**src/rtl/multicycle_ctrl_g7.sv**
```systemverilog
// multicycle_ctrl_g7 -- Moore control FSM for a multicycle RV32-style datapath.
//
// Ports:
//   clk            rising-edge clock
//   reset          asynchronous, active-high reset (forces FETCH immediately)
//   op[6:0]        opcode field of the instruction register
//   zero           ALU zero flag (only used by BEQ for PCWrite)
//   mem_ready      memory completes the current access this cycle
//   mem_req        memory access request
//   MemWrite       memory write strobe
//   IRWrite        instruction register load
//   PCWrite        program counter load
//   RegWrite       register file write
//   AdrSrc         memory address select (0 PC, 1 ALUOut)
//   instr_retired  one-cycle pulse, registered, after an instruction completes
//   ALUSrcA[1:0]   00 PC, 01 OldPC, 10 RD1
//   ALUSrcB[1:0]   00 RD2, 01 ImmExt, 10 const 4
//   ResultSrc[1:0] 00 ALUOut, 01 Data, 10 ALUResult
//   ALUOp[1:0]     00 add, 01 sub, 10 funct-decoded
//   state_dbg[3:0] current state encoding
//
// Build option: define G7_ILLEGAL_TRAP_EN to send illegal opcodes to a TRAP
// state that only reset leaves; otherwise illegal opcodes execute as a NOP.

module multicycle_ctrl_g7 (
  input  logic       clk,
  input  logic       reset,
  input  logic [6:0] op,
  input  logic       zero,
  input  logic       mem_ready,
  output logic       mem_req,
  output logic       MemWrite,
  output logic       IRWrite,
  output logic       PCWrite,
  output logic       RegWrite,
  output logic       AdrSrc,
  output logic       instr_retired,
  output logic [1:0] ALUSrcA,
  output logic [1:0] ALUSrcB,
  output logic [1:0] ResultSrc,
  output logic [1:0] ALUOp,
  output logic [3:0] state_dbg
);

  typedef enum logic [3:0] {
    FETCH    = 4'd0,
    DECODE   = 4'd1,
    MEMADR   = 4'd2,
    MEMREAD  = 4'd3,
    MEMWB    = 4'd4,
    MEMWRITE = 4'd5,
    EXECR    = 4'd6,
    EXECI    = 4'd7,
    ALUWB    = 4'd8,
    BEQ      = 4'd9,
    JAL      = 4'd10,
    TRAP     = 4'd11
  } state_t;

  localparam logic [6:0] OP_LW   = 7'b0000011;
  localparam logic [6:0] OP_SW   = 7'b0100011;
  localparam logic [6:0] OP_R    = 7'b0110011;
  localparam logic [6:0] OP_I    = 7'b0010011;
  localparam logic [6:0] OP_BEQ  = 7'b1100011;
  localparam logic [6:0] OP_JAL  = 7'b1101111;

  state_t state, state_nxt;
  logic   retired_q, retired_nxt;

  // Raw (ungated) enables; reset masks them below so nothing leaks out
  // while reset is held, even though the state is already FETCH.
  logic   mem_req_c, memwrite_c, irwrite_c, pcwrite_c, regwrite_c;

  always_ff @(posedge clk or posedge reset) begin
    if (reset) begin
      state     <= FETCH;
      retired_q <= 1'b0;
    end else begin
      state     <= state_nxt;
      retired_q <= retired_nxt;
    end
  end

  always_comb begin
    state_nxt   = state;
    mem_req_c   = 1'b0;
    memwrite_c  = 1'b0;
    irwrite_c   = 1'b0;
    pcwrite_c   = 1'b0;
    regwrite_c  = 1'b0;
    AdrSrc      = 1'b0;
    ALUSrcA     = 2'b00;
    ALUSrcB     = 2'b00;
    ResultSrc   = 2'b00;
    ALUOp       = 2'b00;
    retired_nxt = 1'b0;

    unique case (state)
      FETCH: begin
        mem_req_c = 1'b1;
        ALUSrcB   = 2'b10;
        ResultSrc = 2'b10;
        if (mem_ready) begin
          irwrite_c = 1'b1;
          pcwrite_c = 1'b1;
          state_nxt = DECODE;
        end
      end
      DECODE: begin
        ALUSrcA = 2'b01;
        ALUSrcB = 2'b01;
        case (op)
          OP_LW, OP_SW: state_nxt = MEMADR;
          OP_R:         state_nxt = EXECR;
          OP_I:         state_nxt = EXECI;
          OP_BEQ:       state_nxt = BEQ;
          OP_JAL:       state_nxt = JAL;
`ifdef G7_ILLEGAL_TRAP_EN
          default:      state_nxt = TRAP;
`else
          default:      state_nxt = FETCH;
`endif
        endcase
      end
      MEMADR: begin
        ALUSrcA   = 2'b10;
        ALUSrcB   = 2'b01;
        state_nxt = (op == OP_SW) ? MEMWRITE : MEMREAD;
      end
      MEMREAD: begin
        mem_req_c = 1'b1;
        AdrSrc    = 1'b1;
        if (mem_ready) state_nxt = MEMWB;
      end
      MEMWB: begin
        ResultSrc   = 2'b01;
        regwrite_c  = 1'b1;
        retired_nxt = 1'b1;
        state_nxt   = FETCH;
      end
      MEMWRITE: begin
        mem_req_c  = 1'b1;
        AdrSrc     = 1'b1;
        memwrite_c = 1'b1;
        if (mem_ready) begin
          retired_nxt = 1'b1;
          state_nxt   = FETCH;
        end
      end
      EXECR: begin
        ALUSrcA   = 2'b10;
        ALUOp     = 2'b10;
        state_nxt = ALUWB;
      end
      EXECI: begin
        ALUSrcA   = 2'b10;
        ALUSrcB   = 2'b01;
        ALUOp     = 2'b10;
        state_nxt = ALUWB;
      end
      ALUWB: begin
        regwrite_c  = 1'b1;
        retired_nxt = 1'b1;
        state_nxt   = FETCH;
      end
      BEQ: begin
        ALUSrcA     = 2'b10;
        ALUOp       = 2'b01;
        pcwrite_c   = zero;
        retired_nxt = 1'b1;
        state_nxt   = FETCH;
      end
      JAL: begin
        ALUSrcA   = 2'b01;
        ALUSrcB   = 2'b10;
        pcwrite_c = 1'b1;
        state_nxt = ALUWB;
      end
      TRAP: begin
`ifdef G7_ILLEGAL_TRAP_EN
        state_nxt = TRAP;
`else
        state_nxt = FETCH;
`endif
      end
      default: state_nxt = FETCH;
    endcase
  end

  assign mem_req       = mem_req_c  & ~reset;
  assign MemWrite      = memwrite_c & ~reset;
  assign IRWrite       = irwrite_c  & ~reset;
  assign PCWrite       = pcwrite_c  & ~reset;
  assign RegWrite      = regwrite_c & ~reset;
  assign instr_retired = retired_q;
  assign state_dbg     = state;

endmodule
```
**config.mk**
```make
export PLATFORM = sky130hd
export DESIGN_NAME = multicycle_ctrl_g7
export DESIGN_NICKNAME = d
export VERILOG_FILES = /design/src/rtl/multicycle_ctrl_g7.sv
export SDC_FILE = /design/constraint.sdc
export NUM_CORES = 1
export LEC_CHECK = 0
export BUFFER_PORTS_ARGS = -buffer_cell sky130_fd_sc_hd__clkbuf_2
export CELL_PAD_IN_SITES_DETAIL_PLACEMENT = 1
export CELL_PAD_IN_SITES_GLOBAL_PLACEMENT = 2
export CORE_UTILIZATION = 23
export DETAILED_ROUTE_END_ITERATION = 8
export PLACE_DENSITY = 0.79
export REMOVE_ABC_BUFFERS = 1
export SLEW_MARGIN = 15
export SYNTH_ARGS = -nofsm -noshare
export SYNTH_HDL_FRONTEND = slang
export SYNTH_SLANG_ARGS = --single-unit
```
**constraint.sdc**
```tcl
create_clock -name clk -period 1.49 [get_ports clk]
set_input_delay 0 -clock clk [delete_from_list [all_inputs] [get_ports clk]]
set_output_delay 0 -clock clk [all_outputs]
set_load 0.01 [all_outputs]
```
==> impl_results.rst, run 1 <==
.. list-table::
   :header-rows: 1

   * - Metric
     - Value
   * - Layout filler cell count
     - between 300 and 400
   * - Synth Register Bits
     - 5
   * - Die boundary width
     - roughly 54 µm
   * - DP Wirelength
     - 1580 µm
   * - Iter 0 DRT Violations
     - 5
   * - Routed length on met1
     - 994 µm
   * - Vias in the first global route
     - between 600 and 700
   * - Failing checks
     - setup timing
   * - Peak supply drop
     - roughly 0.23 mV
   * - Overflow after GRT
     - 0
   * - Highest Signal Layer
     - met4
   * - Proportion of synthesized chip area in sequential cells
     - between 20% and 30%
   * - Cell taking the most area after synthesis
     - dfrtp_1
   * - Total negative slack for setup checks
     - -23.2 ps
   * - Number of buffers added on ports
     - 29
   * - Flip-flop cell with the highest count after synthesis
     - dfrtp_1
   * - Number of cells in the finished layout apart from fillers
     - 151
   * - Post-synth design cell area
     - 611 µm²
   * - Share of the synthesized area in the top cell type
     - 20.5%
   * - Total power divided by cell area
     - 546 nW/µm²
   * - Overall via count from detail_route
     - 749
   * - Total die area
     - roughly 2900 µm²
   * - Number of antenna violations at the first check in global routing
     - 0
   * - Length of routed met3 wiring
     - about 71 µm
   * - Area occupied by multi-input gates
     - around 460 µm²
   * - H-tree depth
     - 1
   * - Share of flip-flops with an asynchronous set or reset after synthesis
     - 100%
   * - Final Slew Violations
     - 0
   * - Wire length of the first global-routing pass
     - ~3200 µm
   * - Cells after DPL
     - 142
   * - Distinct cell type count after synthesis
     - 35
   * - Outcome
     - finished with violations
   * - Worst-case headroom to the max-slew limit
     - between 70% and 80%
   * - Sequential Area
     - 126 µm²
   * - Data arrival time of the worst path
     - 1510 ps
   * - Routed wl met2
     - 1060 µm
   * - Data required time of the worst path
     - 1490 ps
   * - Worst hold path class
     - in2reg
   * - Root buf cell
     - clkbuf_4
   * - Setup repair after global routing missed its margin
     - true
   * - Measured slew at the worst slew-check pin
     - 305 ps
   * - Most frequent cells after synthesis
     - buf_2, nor2_1, nor2b_1
   * - Share of layout cells above drive strength 1
     - 43.8%
   * - Total routed wirelength
     - around 2100 µm
   * - Final ANT Viol Nets
     - 0
   * - Setup slack at placement
     - 127 ps
   * - Number of detailed-route iterations in the first pass
     - 3
   * - Crit end category
     - primary output
   * - Largest cells by area after synthesis
     - dfrtp_1, nor2b_1, nor3b_1
   * - Cell count after synthesis
     - 82
   * - Top Ports
     - 30
   * - Floorplan core area
     - 2500 µm²
   * - Wire length per cell after detailed routing
     - ~14 µm
   * - Vertical die dimension
     - approximately 54 µm
   * - Number of sinks handled by clock tree synthesis
     - 5
   * - Initial Utilization
     - 24.4%
   * - Vias per inst
     - about 5
   * - Overall power consumption
     - 499 µW
   * - Pin count of the biggest net entering global routing
     - 14
   * - Clock skew
     - 4.22 ps
   * - Clock-pin slew on the worst setup and hold paths
     - 40 ps
   * - Layout Nets
     - roughly 130
   * - Mean instance size in the synthesized netlist
     - 7.45 µm²
   * - Number of buffers on the longest clock path
     - 2
   * - Final period utilization
     - 102%
   * - Synth Warn #
     - 0
   * - TritonCTS clock tree
     - done
   * - Max-cap violation count
     - 0
   * - Number of remaining DRC errors
     - 0
   * - Global placement routability congestion
     - 0.755
   * - Worst-skew pair later-pin latency
     - 250 ps
   * - Achievable Freq
     - about 660 MHz
   * - Number of clock buffers inserted by TritonCTS
     - 3
   * - Type of the setup path with the least slack
     - reg2out
   * - Leakage power figure
     - 0.444 nW
   * - Overall Global Routing Usage
     - 15.1%
   * - Number of enable-type register cells in the synthesized netlist
     - 0
   * - Worst hold slack across all endpoints
     - 32.0 ps
   * - Final Critical Period
     - 1510 ps
   * - Hold violation count in the final report
     - 0
   * - Total number of placement rows
     - 18
   * - Largest fanout on the critical path
     - 6
   * - Signed area change from the synthesized netlist to the final layout
     - 49.6%
   * - Number of endpoints failing setup at the final stage
     - 1
   * - Diodes inserted
     - 0
   * - Final critical-path setup slack
     - -23.2 ps
   * - Startpoint Class
     - flip-flop
worst paths after layout:
kind | from | end | slack (ps) | cells after the start
setup / recovery | state_dbg[1] | PCWrite | -20 | 4
hold / removal | op[3] | state_dbg[1] | 30 | 3
setup reg to reg | state_dbg[0] | state_dbg[2] | 150 | 4
hold reg to reg | state_dbg[1] | instr_retired | 640 | 2
max in group asynchronous | reset | state_dbg[1] | 980 | 3
min in group asynchronous | reset | state_dbg[0] | 280 | 3
report_power, final:
part | switching, mW | internal (mW)
combinational | 0.0969 | 0.0907
sequential | 0.00963 | 0.141
clock | 0.0592 | 0.101
total | 0.166 | 0.333
logic make-up (layout without fill, tap and decap cells):
family / Yosys count / count (layout) / share of synthesized area (%)
mux: 1 / 1 / 1.64
xor+xnor: 2 / 2 / 2.87
simple gates: 42 / 42 / 40.4
compound gates: 20 / 20 / 24.2
flops: 5 / 5 / 20.5
buf+inv: 12 / 51 / 10.5
per-layer routing:
metal  up-vias  track usage, %
met5         -               0
met2        21            26.3
met3         2           0.862
met4         0            3.95
li1        372               -
met1       354            20.0
area by class of cell:
cell class	count	share of cell area (%)
clock buffers	4	2.88
inverters	4	1.64
multi-input cells	65	49.9
flip-flops and latches	5	13.8
well taps	30	4.11
repair buffers	43	27.7
timing repair:
item                                    CTS  global route
endpoints found under the setup margin    4             6
pin swaps                                 1             0
hold buffers                              1             0
setup buffers                             3             1
gates resized for setup                   4             5
endpoints found under the hold margin     5             0
state kept, by name (all words and copies together), names as in the netlist:
name           cells
instr_retired      1
state_dbg          4
metrics by stage:
step | cell area [µm²] | util, %
finish | 913 | 36.5
global route | 913 | 36.5
CTS | 885 | 35.4
detailed placement | 812 | 32.5
global placement | 812 | 32.5
floorplan | 562 | -
critical path, stage by stage (launching register included):
cell,delay [ps]
dfrtp_2,430
or3b_1,350
a21o_1,170
a211oi_2,170
buf_2,160
cells in the final DEF (no fill, tap or decap), types with 2 or more instances in the layout:
master    synthesis  layout
nand2_1           5       5
a22oi_1           2       2
a21oi_1           3       3
dfrtp_1           5       4
nand2b_1          4       4
xnor2_1           2       2
nor2_1            6       6
nor3b_1           5       4
inv_1             4       4
clkbuf_4          0       3
nand3_1           3       3
and2_1            2       2
nor2b_1           6       4
clkbuf_2          0      28
o21ai_0           2       2
and3_1            2       2
buf_4             1      13
nand4_1           2       2
nor3_1            2       2
a211oi_1          2       2
a21o_1            2       2
Power figures use the tool's default switching activity.
==> run 2: changes to the inputs <==
--- a/config.mk
+++ b/config.mk
@@ -8,6 +8,7 @@
 export BUFFER_PORTS_ARGS = -buffer_cell sky130_fd_sc_hd__clkbuf_2
 export CELL_PAD_IN_SITES_DETAIL_PLACEMENT = 1
 export CELL_PAD_IN_SITES_GLOBAL_PLACEMENT = 2
+export CORE_ASPECT_RATIO = 0.5
 export CORE_UTILIZATION = 23
 export DETAILED_ROUTE_END_ITERATION = 8
 export PLACE_DENSITY = 0.79
==> run 2 against run 1 <==
Compared with the run above: the flow now finishes without violations; final cell count shrank 0.66%; power grew 16%; register-to-register slack gained 50 ps; critical endpoint unchanged; largest power group is now clock.
==> impl_results.rst, run 2 (synthesized netlist as in run 1, its figures left out) <==
.. list-table::
   :header-rows: 1

   * - Metric
     - Value
   * - Iter 0 DRT Violations
     - 51 (was 5)
   * - Peak supply drop
     - 0.252 mV (was 0.234 mV)
   * - Largest fanout on the critical path
     - 5 (was 6)
   * - Final cell area excluding filler cells
     - 893 µm² (was 913 µm²)
   * - Number of sinks handled by clock tree synthesis
     - 5 (unchanged)
   * - Diodes inserted
     - 0 (unchanged)
   * - Startpoint Class
     - flip-flop (unchanged)
   * - Number of buffers added on ports
     - 29 (unchanged)
   * - Vias in the first global route
     - 626 (was 683)
   * - Die boundary width
     - 74.9 µm (was 53.5 µm)
   * - Highest-delay cell along the critical path
     - dfrtp_2 (unchanged)
   * - Layout Nets
     - 127 (was 133)
   * - Met2 GRT Util
     - 23.0% (was 26.3%)
   * - H-tree depth
     - 1 (unchanged)
   * - Vertical die dimension
     - 38.4 µm (was 53.5 µm)
   * - Worst-skew pair later-pin latency
     - 220 ps (was 250 ps)
   * - Total die area
     - 2880 µm² (was 2860 µm²)
   * - Worst hold slack across all endpoints
     - 95.4 ps (was 32.0 ps)
   * - Leakage power figure
     - 0.411 nW (was 0.444 nW)
   * - TritonCTS clock tree
     - done (unchanged)
   * - Vias per inst
     - 4.80 (was 4.96)
   * - Crit end category
     - primary output (unchanged)
   * - Type of the setup path with the least slack
     - reg2out (unchanged)
   * - Data required time of the worst path
     - 1490 ps (about the same)
   * - Wire length of the first global-routing pass
     - 2880 µm (was 3160 µm)
   * - Measured slew at the worst slew-check pin
     - 287 ps (was 305 ps)
   * - Max-cap violation count
     - 0 (unchanged)
   * - Final critical-path setup slack
     - 13.2 ps (was -23.2 ps)
   * - Number of buffers on the longest clock path
     - 2 (unchanged)
   * - DP Wirelength
     - 1470 µm (was 1580 µm)
   * - Overall Global Routing Usage
     - 13.7% (was 15.1%)
   * - Top Ports
     - 30 (unchanged)
   * - Worst-case headroom to the max-slew limit
     - 80.7% (was 79.7%)
   * - Number of remaining DRC errors
     - 0 (unchanged)
   * - Worst hold path class
     - in2reg (unchanged)
   * - Wire length per cell after detailed routing
     - 12.7 µm (was 14.2 µm)
   * - Initial Utilization
     - 25.9% (was 24.4%)
   * - Cells after DPL
     - 144 (was 142)
   * - Total number of placement rows
     - 12 (was 18)
   * - Overall via count from detail_route
     - 720 (was 749)
   * - Global-route track usage on met3
     - 2.11% (was 0.862%)
   * - Number of endpoints failing setup at the final stage
     - 0 (was 1)
   * - Number of detailed-route iterations in the first pass
     - 4 (was 3)
   * - Final Slew Violations
     - 0 (unchanged)
   * - Number of cells in the finished layout apart from fillers
     - 150 (was 151)
   * - Setup slack at placement
     - 135 ps (was 127 ps)
   * - Met1 track demand over resource
     - 18.7% (was 20.0%)
   * - Final period utilization
     - 99.1% (was 102%)
   * - Cell chain of the critical path
     - or3b_1 > a21o_1 > a211oi_2 > buf_2 (unchanged)
   * - Signed area change from the synthesized netlist to the final layout
     - 46.3% (was 49.6%)
   * - Share of layout cells above drive strength 1
     - 41.7% (was 43.8%)
   * - Total routed wirelength
     - 1900 µm (was 2140 µm)
   * - Pin count of the biggest net entering global routing
     - 20 (was 14)
   * - Highest cell delay on the worst timing path
     - 430 ps (about the same)
   * - Hold violation count in the final report
     - 0 (unchanged)
   * - Number of clock buffers inserted by TritonCTS
     - 3 (unchanged)
   * - Root buf cell
     - clkbuf_8 (was clkbuf_4)
   * - Clock skew
     - 2.47 ps (was 4.22 ps)
   * - Layout filler cell count
     - 300 (was 316)
   * - Most common cell after layout, fill and taps aside
     - clkbuf_2 (unchanged)
   * - Total power divided by cell area
     - 646 nW/µm² (was 546 nW/µm²)
   * - Achievable Freq
     - 677 MHz (was 661 MHz)
   * - Data arrival time of the worst path
     - 1480 ps (was 1510 ps)
   * - Grt peak-use layer
     - met2 (unchanged)
   * - Floorplan core area
     - 2360 µm² (was 2500 µm²)
   * - Number of buffer and inverter instances along the worst setup path
     - 1 (unchanged)
   * - Outcome
     - finished, final reports clean (was finished with violations)
   * - DP Area
     - 796 µm² (was 812 µm²)
   * - Number of antenna violations at the first check in global routing
     - 0 (unchanged)
   * - Final ANT Viol Nets
     - 0 (unchanged)
   * - Top library cells by usage in the layout, fill and taps aside
     - clkbuf_2, nor2_1, nand2_1, buf_4 (was clkbuf_2, buf_4, nor2_1)
   * - Setup repair after global routing missed its margin
     - true (unchanged)
   * - Final Critical Period
     - 1480 ps (was 1510 ps)
   * - Global placement routability congestion
     - 0.766 (was 0.755)
   * - Largest delay contributor family on the critical path
     - flip-flops (unchanged)
   * - Largest register FFs
     - 4 (unchanged)
   * - Overflow after GRT
     - 0 (unchanged)
   * - Clock-pin slew on the worst setup and hold paths
     - 30 ps (was 40 ps)
run 2: cell types whose count changed in the layout (fill, tap and decap cells not counted):
cell / delta
dfrtp_1: -1
clkbuf_4: -3
nor4_4: -1
buf_6: +2
dfrtp_2: +1
nor4_2: +1
buf_4: -8
clkbuf_8: +3
run 2: stage by stage:
stage	setup TNS [ps]	total power [mW]	util, %
detailed placement	0	0.316	33.8
floorplan	0	0.238	-
global placement	0	0.315	33.8
global route	-119	0.608	37.9
CTS	-1.62	0.579	37.2
finish	0	0.577	37.9
run 2: cell type report:
class	count	area [µm²]	area share (%)
Timing Repair Buffer	37	215	24.1
Tap cell	35	43.8	4.90
Sequential cell	5	128	14.3
Clock buffer	4	45.0	5.04
Multi-Input combinational cell	65	447	50.0
Inverter	4	15.0	1.68
run 2: worst paths after layout:
check / from / end / slack, ps / depth (start not counted)
max: state_dbg[1] / PCWrite / 10 / 4
min: op[3] / state_dbg[1] / 100 / 3
max reg2reg: state_dbg[2] / state_dbg[1] / 200 / 4
min reg2reg: state_dbg[3] / state_dbg[0] / 660 / 2
max in group asynchronous: reset / state_dbg[1] / 1000 / 3
min in group asynchronous: reset / state_dbg[2] / 280 / 3
run 2: layer usage:
layer | vias to the layer above | routed length, µm
li1 | 363 | -
met1 | 350 | 950
met2 | 7 | 905
met3 | 0 | 44
met4 | 0 | 0
met5 | - | 0
run 2: worst min-delay path, delay by kind of cell:
family                 cells  cell delay, ps
AO/OA/AOI/OAI              1              70
AND/OR/NAND/NOR            1              90
buffers and inverters      1             110
run 2: where the power goes:
part	switching (mW)	internal, mW	leakage (nW)	total, mW
registers	0.00454	0.142	0.0648	0.146
logic	0.0960	0.0829	0.324	0.179
clock network	0.0685	0.184	0.0228	0.252
run 2: timing repair:
| item | CTS | global route |
|---|---|---|
| hold endpoints to repair | 5 | 0 |
| hold buffers | 1 | 0 |
| buffers inserted | 1 | 0 |
| gates resized for setup | 5 | 6 |
| setup endpoints to repair | 4 | 5 |
| pin swaps | 1 | 0 |
==> run 3: changes to the inputs <==
--- a/config.mk
+++ b/config.mk
@@ -11,7 +11,7 @@
 export CORE_ASPECT_RATIO = 0.5
 export CORE_UTILIZATION = 23
 export DETAILED_ROUTE_END_ITERATION = 8
-export PLACE_DENSITY = 0.79
+export PLACE_DENSITY = 0.75
 export REMOVE_ABC_BUFFERS = 1
 export SLEW_MARGIN = 15
 export SYNTH_ARGS = -nofsm -noshare
==> run 3 against run 2 <==
Compared with the run above: sequential power hardly changed; highest routed layer unchanged; clock power barely moved; combinational power hardly changed; final area shrank 0.42%; non-clock buffer count up 2; die area unchanged; largest power group unchanged; first-iteration DRC count is 67% lower.
==> impl_results.rst, run 3 (synthesized netlist as in run 1, its figures left out) <==
.. list-table::
   :header-rows: 1

   * - Metric
     - Value
   * - DP Wirelength
     - 1600 µm (was 1470 µm)
   * - Endpoint of the worst-slack reg-to-reg timing path
     - state_dbg[1] (unchanged)
   * - Fraction of power spent switching nets
     - 28.8% (was 29.3%)
   * - Measured slew at the worst slew-check pin
     - 301 ps (was 287 ps)
   * - Largest register FFs
     - 4 (unchanged)
   * - Most common cell after layout, fill and taps aside
     - clkbuf_2 (unchanged)
   * - Final period utilization
     - 98.1% (was 99.1%)
   * - Min-Delay Path Depth
     - 3 (unchanged)
   * - Number of buffers on the longest clock path
     - 2 (unchanged)
   * - Global placement routability congestion
     - 0.791 (was 0.766)
   * - Overflow after GRT
     - 0 (unchanged)
   * - Hold violation count in the final report
     - 0 (unchanged)
   * - Buffers inserted during post-CTS setup optimization
     - 0 (was 1)
   * - Iter 0 DRT Violations
     - 17 (was 51)
   * - Initial Utilization
     - 25.9% (unchanged)
   * - Pin count of the biggest net entering global routing
     - 16 (was 20)
   * - Number of buffers added on ports
     - 29 (unchanged)
   * - Number of detailed-route iterations in the first pass
     - 4 (unchanged)
   * - Final critical-path setup slack
     - 28.1 ps (was 13.2 ps)
   * - Total routed wirelength
     - 1970 µm (was 1900 µm)
   * - Number of clock buffers inserted by TritonCTS
     - 3 (unchanged)
   * - H-tree depth
     - 1 (unchanged)
   * - Wire length per cell after detailed routing
     - 13.0 µm (was 12.7 µm)
   * - Worst-case headroom to the max-slew limit
     - 80.0% (was 80.7%)
   * - Launch point of the critical path
     - state_dbg[0] (was state_dbg[1])
   * - Number of antenna violations at the first check in global routing
     - 0 (unchanged)
   * - Total power divided by cell area
     - 646 nW/µm² (about the same)
   * - Worst Hold End
     - state_dbg[1] (unchanged)
   * - Worst hold path class
     - in2reg (unchanged)
   * - Setup slack at placement
     - 172 ps (was 135 ps)
   * - HP Start
     - op[3] (unchanged)
   * - Overall via count from detail_route
     - 735 (was 720)
   * - Internal
     - 409 µW (was 408 µW)
   * - TritonCTS clock tree
     - done (unchanged)
   * - Setup slack of the most critical reg-to-reg path
     - 180 ps (was 200 ps)
   * - Diodes inserted
     - 0 (unchanged)
   * - Worst-skew pair later-pin latency
     - 220 ps (about the same)
   * - Max-cap violation count
     - 0 (unchanged)
   * - Total die area
     - 2880 µm² (unchanged)
   * - Wire length of the first global-routing pass
     - 3250 µm (was 2880 µm)
   * - Number of sinks handled by clock tree synthesis
     - 5 (unchanged)
   * - Total number of placement rows
     - 12 (unchanged)
   * - Portion of total power attributed to combinational logic
     - 31.6% (was 31.0%)
   * - Root buf cell
     - clkbuf_8 (unchanged)
   * - Floorplan core area
     - 2360 µm² (unchanged)
   * - Vias per inst
     - 4.84 (was 4.80)
   * - Type of the setup path with the least slack
     - reg2out (unchanged)
   * - Share of layout cells above drive strength 1
     - 41.0% (was 41.7%)
   * - Sequential share of power
     - 25.1% (was 25.3%)
   * - Launching point of the worst reg2reg path
     - state_dbg[2] (unchanged)
   * - Peak supply drop
     - 0.208 mV (was 0.252 mV)
   * - Layout Nets
     - 129 (was 127)
   * - Top Ports
     - 30 (unchanged)
   * - Sw Pwr
     - 166 µW (was 169 µW)
   * - Data arrival time of the worst path
     - 1460 ps (was 1480 ps)
   * - Data required time of the worst path
     - 1490 ps (about the same)
   * - Largest fanout on the critical path
     - 15 (was 5)
   * - Clock-pin slew on the worst setup and hold paths
     - 40 ps (was 30 ps)
   * - Overall power consumption
     - 575 µW (was 577 µW)
   * - Top library cells by usage in the layout, fill and taps aside
     - clkbuf_2, buf_4, nor2_1 (was clkbuf_2, nor2_1, nand2_1, buf_4)
   * - Startpoint Class
     - flip-flop (unchanged)
   * - Setup repair after global routing missed its margin
     - true (unchanged)
   * - Number of remaining DRC errors
     - 0 (unchanged)
   * - Overall Global Routing Usage
     - 15.4% (was 13.7%)
   * - Leakage power figure
     - 0.419 nW (was 0.411 nW)
   * - Number of endpoints failing setup at the final stage
     - 0 (unchanged)
   * - Worst r2r path cells
     - 4 (unchanged)
   * - Final ANT Viol Nets
     - 0 (unchanged)
   * - Signed area change from the synthesized netlist to the final layout
     - 45.7% (was 46.3%)
   * - Clock skew
     - 1.82 ps (was 2.47 ps)
   * - Vertical die dimension
     - 38.4 µm (unchanged)
   * - Die boundary width
     - 74.9 µm (unchanged)
   * - Achievable Freq
     - 684 MHz (was 677 MHz)
   * - Outcome
     - finished, final reports clean (unchanged)
   * - Vias in the first global route
     - 685 (was 626)
   * - Clk pwr share
     - 43.3% (was 43.7%)
   * - Layout filler cell count
     - 305 (was 300)
   * - Final Critical Period
     - 1460 ps (was 1480 ps)
   * - Final Slew Violations
     - 0 (unchanged)
   * - Crit end category
     - primary output (unchanged)
run 3: cell types whose count changed in the layout (fill, tap and decap cells not counted):
cell,previous run,this run
buf_4,5,9
buf_6,2,0
dfrtp_1,3,5
dfrtp_2,2,0
nor2b_2,1,3
nor2b_1,4,3
nor2b_4,1,0
nor4_1,1,2
nor4_2,1,0
run 3: layout make-up:
| type | count | area (µm²) | share of cell area [%] |
|---|---|---|---|
| clock buffers | 4 | 45.0 | 5.06 |
| well taps | 35 | 43.8 | 4.92 |
| multi-input cells | 65 | 438 | 49.2 |
| inverters | 4 | 15.0 | 1.69 |
| repair buffers | 39 | 223 | 25.0 |
| flip-flops and latches | 5 | 125 | 14.1 |
run 3: layer usage:
metal | GRT usage [%] | wire length (µm) | vias up
met4 | 4.25 | 0 | 0
met2 | 24.1 | 869 | 13
met5 | 0 | 0 | -
met1 | 22.3 | 1050 | 357
met3 | 1.58 | 56 | 0
li1 | - | - | 365
run 3: critical path, stage by stage, from the launching register on:
cell	delay, ps
dfrtp_1	360
buf_4	190
nor4_1	270
buf_4	160
and3_1	140
clkbuf_2	130
run 3: how the worst max path moves through the flow:
stage | to | slack [ps] | depth (start not counted)
6_report | IRWrite | 30 | 5
5_1_grt | PCWrite | -50 | 4
4_1_cts | ALUSrcB[0] | 0.7 | 5
3_5_place_dp | state_dbg[1] | 170 | 4
3_3_place_gp | IRWrite | 190 | 5
2_1_floorplan | IRWrite | 40 | 2
run 3: what timing repair did:
action / 4_1_cts / 5_1_grt
gates cloned: 0 / 0
hold buffers: 1 / 0
endpoints found under the setup margin: 1 / 6
endpoints found under the hold margin: 5 / 0
pin swaps: 1 / 0
resized for setup: 1 / 5
run 3: power groups by stage:
| stage | Combinational, mW | Clock [mW] | Sequential, mW |
|---|---|---|---|
| 3_3_place_gp | 0.178 | 0 | 0.146 |
| 5_1_grt | 0.201 | 0.265 | 0.145 |
| 3_5_place_dp | 0.179 | 0 | 0.146 |
| 2_1_floorplan | 0.0782 | 0 | 0.160 |
| 6_report | 0.182 | 0.249 | 0.144 |
| 4_1_cts | 0.182 | 0.253 | 0.144 |
run 3: metrics by stage:
step                      utilization [%]  hold WS, ps  setup TNS [ps]  instance area (µm²)  std cells
final                                37.7         92.2               0                  890        152
after global routing                 37.7         95.2            -161                  890        152
after CTS                            37.2         89.7               0                  876        152
after detailed placement             34.7        -24.8               0                  818        147
after global placement               34.7        -26.1               0                  818        147
after floorplan                         -         -208               0                  562         74
